<file path="config.mk">
export PLATFORM = sky130hd
export DESIGN_NAME = hazard_fwd_ctrl
export DESIGN_NICKNAME = d
export VERILOG_FILES = /design/src/rtl/Pipe_Buf_Reg_PKG.sv /design/src/rtl/hazard_fwd_ctrl_fwd_mux.sv /design/src/rtl/hazard_fwd_ctrl.sv
export SDC_FILE = /design/constraint.sdc
export NUM_CORES = 1
export LEC_CHECK = 0
export BUFFER_PORTS_ARGS = -buffer_cell sky130_fd_sc_hd__buf_2
export CAP_MARGIN = 25
export CORE_AREA = 2 2 200 202
export CTS_CLUSTER_DIAMETER = 200
export DETAILED_ROUTE_END_ITERATION = 10
export DIE_AREA = 0 0 202 204
export SYNTH_ARGS = -nofsm -noshare
export SYNTH_HDL_FRONTEND = slang
export SYNTH_SLANG_ARGS = --single-unit
</file>
<file path="constraint.sdc">
create_clock -name clk -period 1.95 [get_ports clk]
set_input_delay 0.0975 -clock clk [delete_from_list [all_inputs] [get_ports clk]]
set_output_delay 0.0975 -clock clk [all_outputs]
set_load 0.01 [all_outputs]
</file>
<file path="src/rtl/Pipe_Buf_Reg_PKG.sv">
// Pipeline buffer register types shared by the datapath and the hazard/forwarding control.
// Also holds the hazard FSM state type, the forwarding-select encodings and a small
// helper that decides whether a pipeline stage produces a given source register.
package Pipe_Buf_Reg_PKG;

  typedef struct packed {
    logic [31:0] Pc;
    logic [31:0] Pc_Four;
    logic [31:0] Instr;
  } if_id_reg;

  typedef struct packed {
    logic        RegWrite;
    logic        MemtoReg;
    logic        MemRead;
    logic        MemWrite;
    logic        JalSel;
    logic        ALUSrc;
    logic [4:0]  rd;
    logic [4:0]  RS_One;
    logic [4:0]  RS_Two;
    logic [31:0] Pc;
    logic [31:0] Pc_Four;
    logic [31:0] RD_One;
    logic [31:0] RD_Two;
    logic [31:0] ImmG;
  } id_ex_reg;

  typedef struct packed {
    logic        RegWrite;
    logic        MemtoReg;
    logic        MemRead;
    logic        MemWrite;
    logic        JalSel;
    logic [4:0]  rd;
    logic [31:0] Pc_Four;
    logic [31:0] Alu_Result;
    logic [31:0] RD_Two;
  } ex_mem_reg;

  typedef struct packed {
    logic        RegWrite;
    logic        MemtoReg;
    logic        JalSel;
    logic [4:0]  rd;
    logic [31:0] Pc_Four;
    logic [31:0] Alu_Result;
    logic [31:0] MemReadData;
  } mem_wb_reg;

  typedef enum logic [1:0] {
    StRun       = 2'd0,
    StLoadStall = 2'd1,
    StMemWait   = 2'd2
  } hz_state_t;

  localparam logic [1:0] FWD_RF  = 2'b00;
  localparam logic [1:0] FWD_MEM = 2'b01;
  localparam logic [1:0] FWD_WB  = 2'b10;

  // A stage supplies rs when it writes a non-zero destination equal to rs (x0 never forwards).
  function automatic logic src_hit(input logic wr, input logic [4:0] rd, input logic [4:0] rs);
    return wr && (rd != 5'd0) && (rd == rs);
  endfunction

endpackage

</file>
<file path="src/rtl/hazard_fwd_ctrl_fwd_mux.sv">
// Operand bypass selector for one EX source operand (purely combinational).
// Ports:
//   rs       - source register number of the EX operand
//   mem_q    - EX/MEM pipeline register (youngest producer, highest priority)
//   wb_q     - MEM/WB pipeline register
//   fwd_sel  - 00 register file, 01 MEM bypass, 10 WB bypass
//   fwd_data - selected bypass value, 0 when the register file is selected
module fwd_mux
  import Pipe_Buf_Reg_PKG::*;
(
  input  logic [4:0]  rs,
  input  ex_mem_reg   mem_q,
  input  mem_wb_reg   wb_q,
  output logic [1:0]  fwd_sel,
  output logic [31:0] fwd_data
);

  always_comb begin
    fwd_sel  = FWD_RF;
    fwd_data = '0;
    if (src_hit(mem_q.RegWrite, mem_q.rd, rs)) begin
      fwd_sel  = FWD_MEM;
      fwd_data = mem_q.JalSel ? mem_q.Pc_Four : mem_q.Alu_Result;
    end else if (src_hit(wb_q.RegWrite, wb_q.rd, rs)) begin
      fwd_sel = FWD_WB;
      if (wb_q.MemtoReg) begin
        fwd_data = wb_q.MemReadData;
      end else if (wb_q.JalSel) begin
        fwd_data = wb_q.Pc_Four;
      end else begin
        fwd_data = wb_q.Alu_Result;
      end
    end
  end

  // Memory-side control and store data are not bypass sources.
  logic unused_mem;
  assign unused_mem = ^{mem_q.MemtoReg, mem_q.MemRead, mem_q.MemWrite, mem_q.RD_Two};

endmodule

</file>
<file path="src/rtl/hazard_fwd_ctrl.sv">
// Hazard detection, stall/flush sequencing and operand forwarding for a 5-stage pipeline.
// Ports:
//   clk, reset              - clock, synchronous active-high reset
//   id_rs1, id_rs2          - source registers of the instruction in ID
//   ex_q, mem_q, wb_q       - ID/EX, EX/MEM, MEM/WB pipeline register contents
//   redirect                - taken branch/jump resolved in EX
//   dmem_ready              - data memory finished the access held in EX/MEM
//   fwd_sel_a/b, fwd_data_a/b - EX operand bypass select and value
//   stall_if/id/ex/mem      - hold stage and its input register
//   flush_id, flush_ex      - load a bubble into IF/ID, ID/EX
//   stall_cnt, flush_cnt    - saturating performance counters
module hazard_fwd_ctrl
  import Pipe_Buf_Reg_PKG::*;
#(
  parameter int unsigned CNT_W = 16
) (
  input  logic             clk,
  input  logic             reset,
  input  logic [4:0]       id_rs1,
  input  logic [4:0]       id_rs2,
  input  id_ex_reg         ex_q,
  input  ex_mem_reg        mem_q,
  input  mem_wb_reg        wb_q,
  input  logic             redirect,
  input  logic             dmem_ready,
  output logic [1:0]       fwd_sel_a,
  output logic [1:0]       fwd_sel_b,
  output logic [31:0]      fwd_data_a,
  output logic [31:0]      fwd_data_b,
  output logic             stall_if,
  output logic             stall_id,
  output logic             stall_ex,
  output logic             stall_mem,
  output logic             flush_id,
  output logic             flush_ex,
  output logic [CNT_W-1:0] stall_cnt,
  output logic [CNT_W-1:0] flush_cnt
);

  localparam logic [CNT_W-1:0] CntMax = {CNT_W{1'b1}};

  // ---------------------------------------------------------------------------
  // Forwarding
  // ---------------------------------------------------------------------------
  logic [1:0]  sel_a_raw, sel_b_raw;
  logic [31:0] data_a_raw, data_b_raw;

  fwd_mux u_fwd_a (
    .rs       (ex_q.RS_One),
    .mem_q    (mem_q),
    .wb_q     (wb_q),
    .fwd_sel  (sel_a_raw),
    .fwd_data (data_a_raw)
  );

  fwd_mux u_fwd_b (
    .rs       (ex_q.RS_Two),
    .mem_q    (mem_q),
    .wb_q     (wb_q),
    .fwd_sel  (sel_b_raw),
    .fwd_data (data_b_raw)
  );

  assign fwd_sel_a  = reset ? FWD_RF : sel_a_raw;
  assign fwd_sel_b  = reset ? FWD_RF : sel_b_raw;
  assign fwd_data_a = reset ? '0 : data_a_raw;
  assign fwd_data_b = reset ? '0 : data_b_raw;

  // ---------------------------------------------------------------------------
  // Hazard FSM
  // ---------------------------------------------------------------------------
  hz_state_t state_q, state_d;
  logic      redir_pend_q, redir_pend_d;
  logic      load_use, mem_wait;

  assign load_use = src_hit(ex_q.MemRead, ex_q.rd, id_rs1) |
                    src_hit(ex_q.MemRead, ex_q.rd, id_rs2);
  assign mem_wait = (mem_q.MemRead | mem_q.MemWrite) & ~dmem_ready;

  always_comb begin
    state_d      = state_q;
    redir_pend_d = redir_pend_q;
    stall_if     = 1'b0;
    stall_id     = 1'b0;
    stall_ex     = 1'b0;
    stall_mem    = 1'b0;
    flush_id     = 1'b0;
    flush_ex     = 1'b0;
    if (reset) begin
      // Bubble both front registers so nothing half-fetched survives reset.
      flush_id = 1'b1;
      flush_ex = 1'b1;
    end else begin
      case (state_q)
        StRun: begin
          if (mem_wait) begin
            {stall_if, stall_id, stall_ex, stall_mem} = 4'b1111;
            state_d = StMemWait;
          end else if (redirect) begin
            flush_id = 1'b1;
            flush_ex = 1'b1;
          end else if (load_use) begin
            stall_if = 1'b1;
            stall_id = 1'b1;
            flush_ex = 1'b1;
            state_d  = StLoadStall;
          end
        end
        StLoadStall: begin
          // The load has advanced to MEM; the dependent reads it via forwarding,
          // so a stale load-use match here is ignored.
          state_d = StRun;
          if (redirect) begin
            flush_id = 1'b1;
            flush_ex = 1'b1;
          end
        end
        StMemWait: begin
          if (!dmem_ready) begin
            {stall_if, stall_id, stall_ex, stall_mem} = 4'b1111;
            redir_pend_d = redir_pend_q | redirect;
          end else begin
            state_d      = StRun;
            redir_pend_d = 1'b0;
            if (redir_pend_q | redirect) begin
              flush_id = 1'b1;
              flush_ex = 1'b1;
            end
          end
        end
        default: begin
          state_d      = StRun;
          redir_pend_d = 1'b0;
        end
      endcase
    end
  end

  logic stall_any;
  assign stall_any = stall_if | stall_id | stall_ex | stall_mem;

  always_ff @(posedge clk) begin
    if (reset) begin
      state_q      <= StRun;
      redir_pend_q <= 1'b0;
      stall_cnt    <= '0;
      flush_cnt    <= '0;
    end else begin
      state_q      <= state_d;
      redir_pend_q <= redir_pend_d;
      if (stall_any && (stall_cnt != CntMax)) begin
        stall_cnt <= stall_cnt + 1'b1;
      end
      if (flush_id && (flush_cnt != CntMax)) begin
        flush_cnt <= flush_cnt + 1'b1;
      end
    end
  end

  // Only the hazard-relevant ID/EX fields are inspected here.
  logic unused_ex;
  assign unused_ex = ^{ex_q.RegWrite, ex_q.MemtoReg, ex_q.MemWrite, ex_q.JalSel, ex_q.ALUSrc,
                       ex_q.Pc, ex_q.Pc_Four, ex_q.RD_One, ex_q.RD_Two, ex_q.ImmG};

endmodule

</file>
# Yosys cells after proc, flatten, opt, wreduce, memory -nomap -nowiden
# Cells that the tools add are included.
# op_classes
n_reduce_logical	17
bitwise_logic	7
eq_ne	13
addsub	2
n_mux	41
# ops
op	n
32-bit two-way mux	9
16-bit by 1-bit adder with 16-bit output, second input constant	2
16-bit inequality test, second input constant	2
5-bit == test	6
2-bit two-way mux	10
1-bit two-way mux	16
5-bit nonzero test	3
1-bit logical AND	11
3-bit inequality test, second input constant	2
1-bit case mux with 2 select lines	3
1-bit case mux with 3 select lines	2
1-bit OR	5
2-bit case mux with 2 select lines	1
3-bit AND reduction	1
2-bit by 1-bit == test with 1-bit output, second input constant	1
2-bit == test, second input constant	1
2-bit zero test	1
2-bit inequality test, second input constant	1
2-bit OR reduction	1
1-bit AND	1
1-bit NOT	1
# totals
elab_cells	84
reg_bits	35
output_inout_bits	106
in_bits	405

# Depth between registers and ports, before layout
# logic_depth
depth_word	12
ltp_mapped	9
ltp_nobuf	7

# Cells and area by module
# Synthesis repeated with hierarchy kept, for this count alone.
# hier_totals
hier_cells	790
hier_area_um2	5978.2
# modules_own_cells
module	area_per_inst_um2	n_inst	cells_per_inst	seq_area_each_um2
fwd_mux	1785.5	2	243	0.0
hazard_fwd_ctrl	2407.3	1	304	700.7

# Worst setup path after synthesis
# No wires, ideal clock.
# synth_path
kind	flip-flop to flip-flop
start	reg state_q[1]
end	reg stall_cnt[9]
period_less_slack_ns	2.122
required_time_ns	1.827
t_arrival_ns	1.998
path_slack_ns	-0.172
path_stages_with_launch	8
cell_sequence	dfxtp_1 -> inv_1 -> a2111oi_2 -> nand2b_1 -> a21boi_1 -> buf_2 -> nor4_1 -> mux2_1
# synth_via
elab_chain_cells	6
elab_cells_between_ends	9
cone_classes	1 x eq/ne; 4 x mux; 2 x bitwise; 2 x reduce/logical
# synth_lines
element	line	source
start: declaration	hazard_fwd_ctrl.sv:72	hz_state_t state_q, state_d;
start signal: assignment	hazard_fwd_ctrl.sv:144	state_q <= StRun;
start signal: assignment	hazard_fwd_ctrl.sv:149	state_q <= state_d;
2-bit == test / 2-bit zero test (equally long branches)	hazard_fwd_ctrl.sv:94	case (state_q)
1-bit case mux with 2 select lines (*)	hazard_fwd_ctrl.sv:94	
1-bit two-way mux (*)	hazard_fwd_ctrl.sv:89	if (reset) begin
net stall_ex	hazard_fwd_ctrl.sv:32	output logic stall_ex,
1-bit OR	hazard_fwd_ctrl.sv:140	assign stall_any = stall_if | stall_id | stall_ex | stall_mem;
1-bit OR (*)	hazard_fwd_ctrl.sv:140	
1-bit logical AND (*)	hazard_fwd_ctrl.sv:151	if (stall_any && (stall_cnt != CntMax)) begin
end signal: assignment	hazard_fwd_ctrl.sv:152	stall_cnt <= stall_cnt + 1'b1;
end: declaration	hazard_fwd_ctrl.sv:36	output logic [CNT_W-1:0] stall_cnt,
# The timed path passes the listed nets; every way through them passes the cells marked *.
# A chain may end at the register's enable or synchronous reset.

# Final worst setup path
# layout_path
start	in mem_q[96] (netlist name)
end	out fwd_data_b[15]
# layout_via
elab_chain_cells	5
elab_cells_between_ends	6
cone_classes	1 x eq/ne; 2 x mux; 3 x reduce/logical
# layout_lines
element	line	source
start: declaration	hazard_fwd_ctrl.sv:22	input ex_mem_reg mem_q,
5-bit nonzero test	Pipe_Buf_Reg_PKG.sv:63	return wr && (rd != 5'd0) && (rd == rs);
1-bit logical AND	Pipe_Buf_Reg_PKG.sv:63	
1-bit logical AND (*)	Pipe_Buf_Reg_PKG.sv:63	
32-bit two-way mux (*)	hazard_fwd_ctrl_fwd_mux.sv:21	if (src_hit(mem_q.RegWrite, mem_q.rd, rs)) begin
32-bit two-way mux (*)	hazard_fwd_ctrl.sv:67	assign fwd_data_b = reset ? '0 : data_b_raw;
end: declaration	hazard_fwd_ctrl.sv:29	output logic [31:0] fwd_data_b,
# Mark *: on every way between the ends. The rest lies on a longest branch, timed or not.

==> results.py <==
metrics = {
    "drt": {
        "drt_iter0_drc": 270,
        "vias": 5390,
        "wl_per_cell_um": 17.28,
        "viasPerCell": 3.900,
        "drc_errors": 0,
        "drt_pass1_iterations": 4,
        "totalWireLength_mm": 23.88,
        "antenna_left": 0,
    },
    "timing": {
        "layout_min_cycle_time_ns": 2.192,
        "drv_slew": 0,
        "setup_violations": 75,
        "slew-limit-headroom": 0.6361,
        "holdWs_ns": 0.07278,
        "setup_slack_ns": -0.2419,
        "rsz0062_at_grt": "true",
        "post-route-period-util": 1.124,
        "hold_viol_final": 0,
        "worstMarginPinSlew_ns": 0.5307,
        "max_freq_mhz": 456.2,
        "clock_skew_ns": 0.002451,
    },
    "yosys": {
        "synthFlopType": "dfxtp_1",
        "yosys_warnings": 0,
        "syn_nets": 899,
        "synthCells": 492,
        "async_reset_ff_frac": 0,
        "synth_area_um2": 3990,
        "syn_avg_cell_area_um2": 8.110,
        "ys_types": 50,
        "synth_seq_area_share": 0.1756,
        "synth_edf_count": 0,
        "ys_seq_elements": 35,
    },
    "flow_run": {
        "cap_viol_max_count": 0,
    },
    "grt": {
        "use_met1": 0.1136,
        "antenna_found_initial": 19,
        "grt_usage": 0.1039,
        "grt_use_met2": 0.2007,
        "grt_pass1_vias": 5169,
        "grt_pass1_wl_mm": 32.15,
        "grt-busiest-layer": "met2",
        "grt_start_max_net_pins": 65,
        "grt.overflow.total": 0,
        "met3_usage": 0.02615,
    },
    "worst_setup_path": {
        "cp.arrival_ns": 2.09,
        "crit_path_cell_trace": "buf_6, or4_4, o21ai_4, nor4_1, or4_4, buf_12, o22ai_4, buf_2",
        "r2r_slack_ns": -0.14,
        "crit_path_end_kind": "output port",
        "max_stage_delay_ns": 0.55,
        "critPathLaunchType": "input pin",
        "crit_fanout": 33,
        "cp.required_ns": 1.85,
        "crit_type": "input pin to output port",
        "crit_top_cell": "or4_4",
        "slowest_stage": "or4_4",
    },
    "run_status": {
        "outcome": "finished, violations left",
        "violations": "setup timing",
    },
    "floorplan": {
        "die_area_um2": 41210,
        "die_h_um": 204,
        "core_um2": 39180,
        "fp-row-count": 73,
        "die_x_um": 202,
        "io_pins": 511,
        "start_util": 0.1018,
    },
    "cells_and_area": {
        "drive_gt1_frac": 0.5766,
        "fin_cells": 1382,
        "final_nets": 1261,
        "syn_to_final_growth_pct": 82.31,
        "final_cell_mix": "buf_2, mux2i_1, buf_4",
        "final_common_cell": "buf_2",
    },
    "power": {
        "peakVddDrop_v": 0.0004290,
        "power_density_nw_per_um2": 370.4,
        "power.leakage_nw": 3.389,
        "total_power_mw": 2.695,
    },
    "hold_path": {
        "hp-class": "input pin to flip-flop",
    },
    "placed_design": {
        "portBuffers": 312,
        "routabilityCongestion": 0.9006,
        "hpwl_mm": 19.46,
        "dp_cells": 1351,
    },
    "clock_tree": {
        "cts_tree": "yes",
        "htreeDepth": 2,
        "cts_root_buf": "clkbuf_16",
        "cts_sinks": 35,
        "clockBufferDepth": 2,
        "clk_pin_slew_ns": 0.06,
        "clock_latency_ns": 0.28,
        "cts_made_buffers": 5,
    },
}
==> layout make-up <==
cell class	count	area (µm²)
inverter	11	41.29
timing repair buffer	395	2434
fill	4370	31910
clock inverter	2	60.06
antenna	2	5.005
tap	525	656.9
sequential	35	706.9
clock buffer	6	128.9
multi-input combinational	406	3242
==> Yosys cell counts (2+ instances only) <==
cell type | instances | share of area
mux2i_1 | 65 | 0.16
nor2_1 | 60 | 0.056
o22ai_2 | 54 | 0.17
a21oi_1 | 51 | 0.064
dfxtp_1 | 35 | 0.18
xnor2_1 | 24 | 0.053
xor2_1 | 20 | 0.044
clkbuf_1 | 16 | 0.015
o21ai_0 | 16 | 0.020
nand2_1 | 15 | 0.014
nand3_1 | 13 | 0.016
or3_1 | 13 | 0.020
nand4_1 | 11 | 0.017
o22ai_1 | 11 | 0.017
inv_1 | 10 | 0.0094
buf_6 | 8 | 0.023
buf_2 | 7 | 0.0088
nor4_1 | 7 | 0.011
or4_1 | 7 | 0.013
buf_1 | 6 | 0.0056
nor2b_1 | 4 | 0.0063
nor3_1 | 4 | 0.0050
buf_4 | 3 | 0.0056
and3_1 | 2 | 0.0031
ha_1 | 2 | 0.0063
nand2b_1 | 2 | 0.0031
or2_2 | 2 | 0.0031
or4_4 | 2 | 0.0056
==> cells by family (layout without fill, tap and decap cells) <==
logic type                 Yosys count  count (layout)  synth area share
AOI/OAI and AO/OA                  146             146            0.3004
xor gates and xnor gates            44              44           0.09658
adders and majority gates            2               2          0.006271
buffers and inverters               51             414           0.06805
DFF                                 35              35            0.1756
muxes                               66              66            0.1659
other                                0               2                 0
and+or+nand+nor                    148             148            0.1872
==> state kept, by name, indices dropped and copies added, names as in the netlist <==
signal and flops:
flush_cnt 16, stall_cnt 16, state_q 2, redir_pend_q 1
==> worst paths after layout <==
kind,from,to,cells after the start
worst max-delay path,mem_q[96],fwd_data_b[15],8
worst min-delay path,dmem_ready,state_q[1],2
worst max register to register,stall_cnt[1],stall_cnt[9],9
worst min register to register,flush_cnt[13],flush_cnt[13],2
==> what timing repair did <==
action,CTS,global route
pin swaps,16,21
buffers inserted,4,12
hold endpoints to repair,0,0
cloned,2,3
endpoints found under the setup margin,68,79
resized for setup,27,37
hold buffers,0,0
==> metrics by stage <==
step	utilization	area, µm²	TNS, ns	setup WS (ns)
after CTS	0.1771	6940	-11.74	-0.2213
after floorplan	-	4015	0	0.01564
after global placement	0.1674	6560	-12.52	-0.2679
after detailed placement	0.1674	6560	-15.34	-0.3099
after global routing	0.1856	7272	-17.16	-0.2654
final	0.1857	7274	-11.47	-0.2419
==> per-layer routing <==
metal	routed length [µm]	vias up
li1	-	2553
met1	8890	2491
met2	12460	284
met3	1967	58
met4	537	4
met5	27	-
==> where the power goes <==
| part | internal [mW] | switching (mW) | total (mW) |
|---|---|---|---|
| sequential | 0.727 | 0.0129 | 0.740 |
| clock | 0.733 | 0.307 | 1.04 |
| combinational | 0.443 | 0.471 | 0.914 |
==> worst max-delay path, delay by kind of cell <==
kind,cells,cell delay (ns)
and+or+nand+nor,3,1.17
AOI/OAI and AO/OA,2,0.32
buffers and inverters,3,0.46
Note: power is estimated with default switching activity, not from simulation.
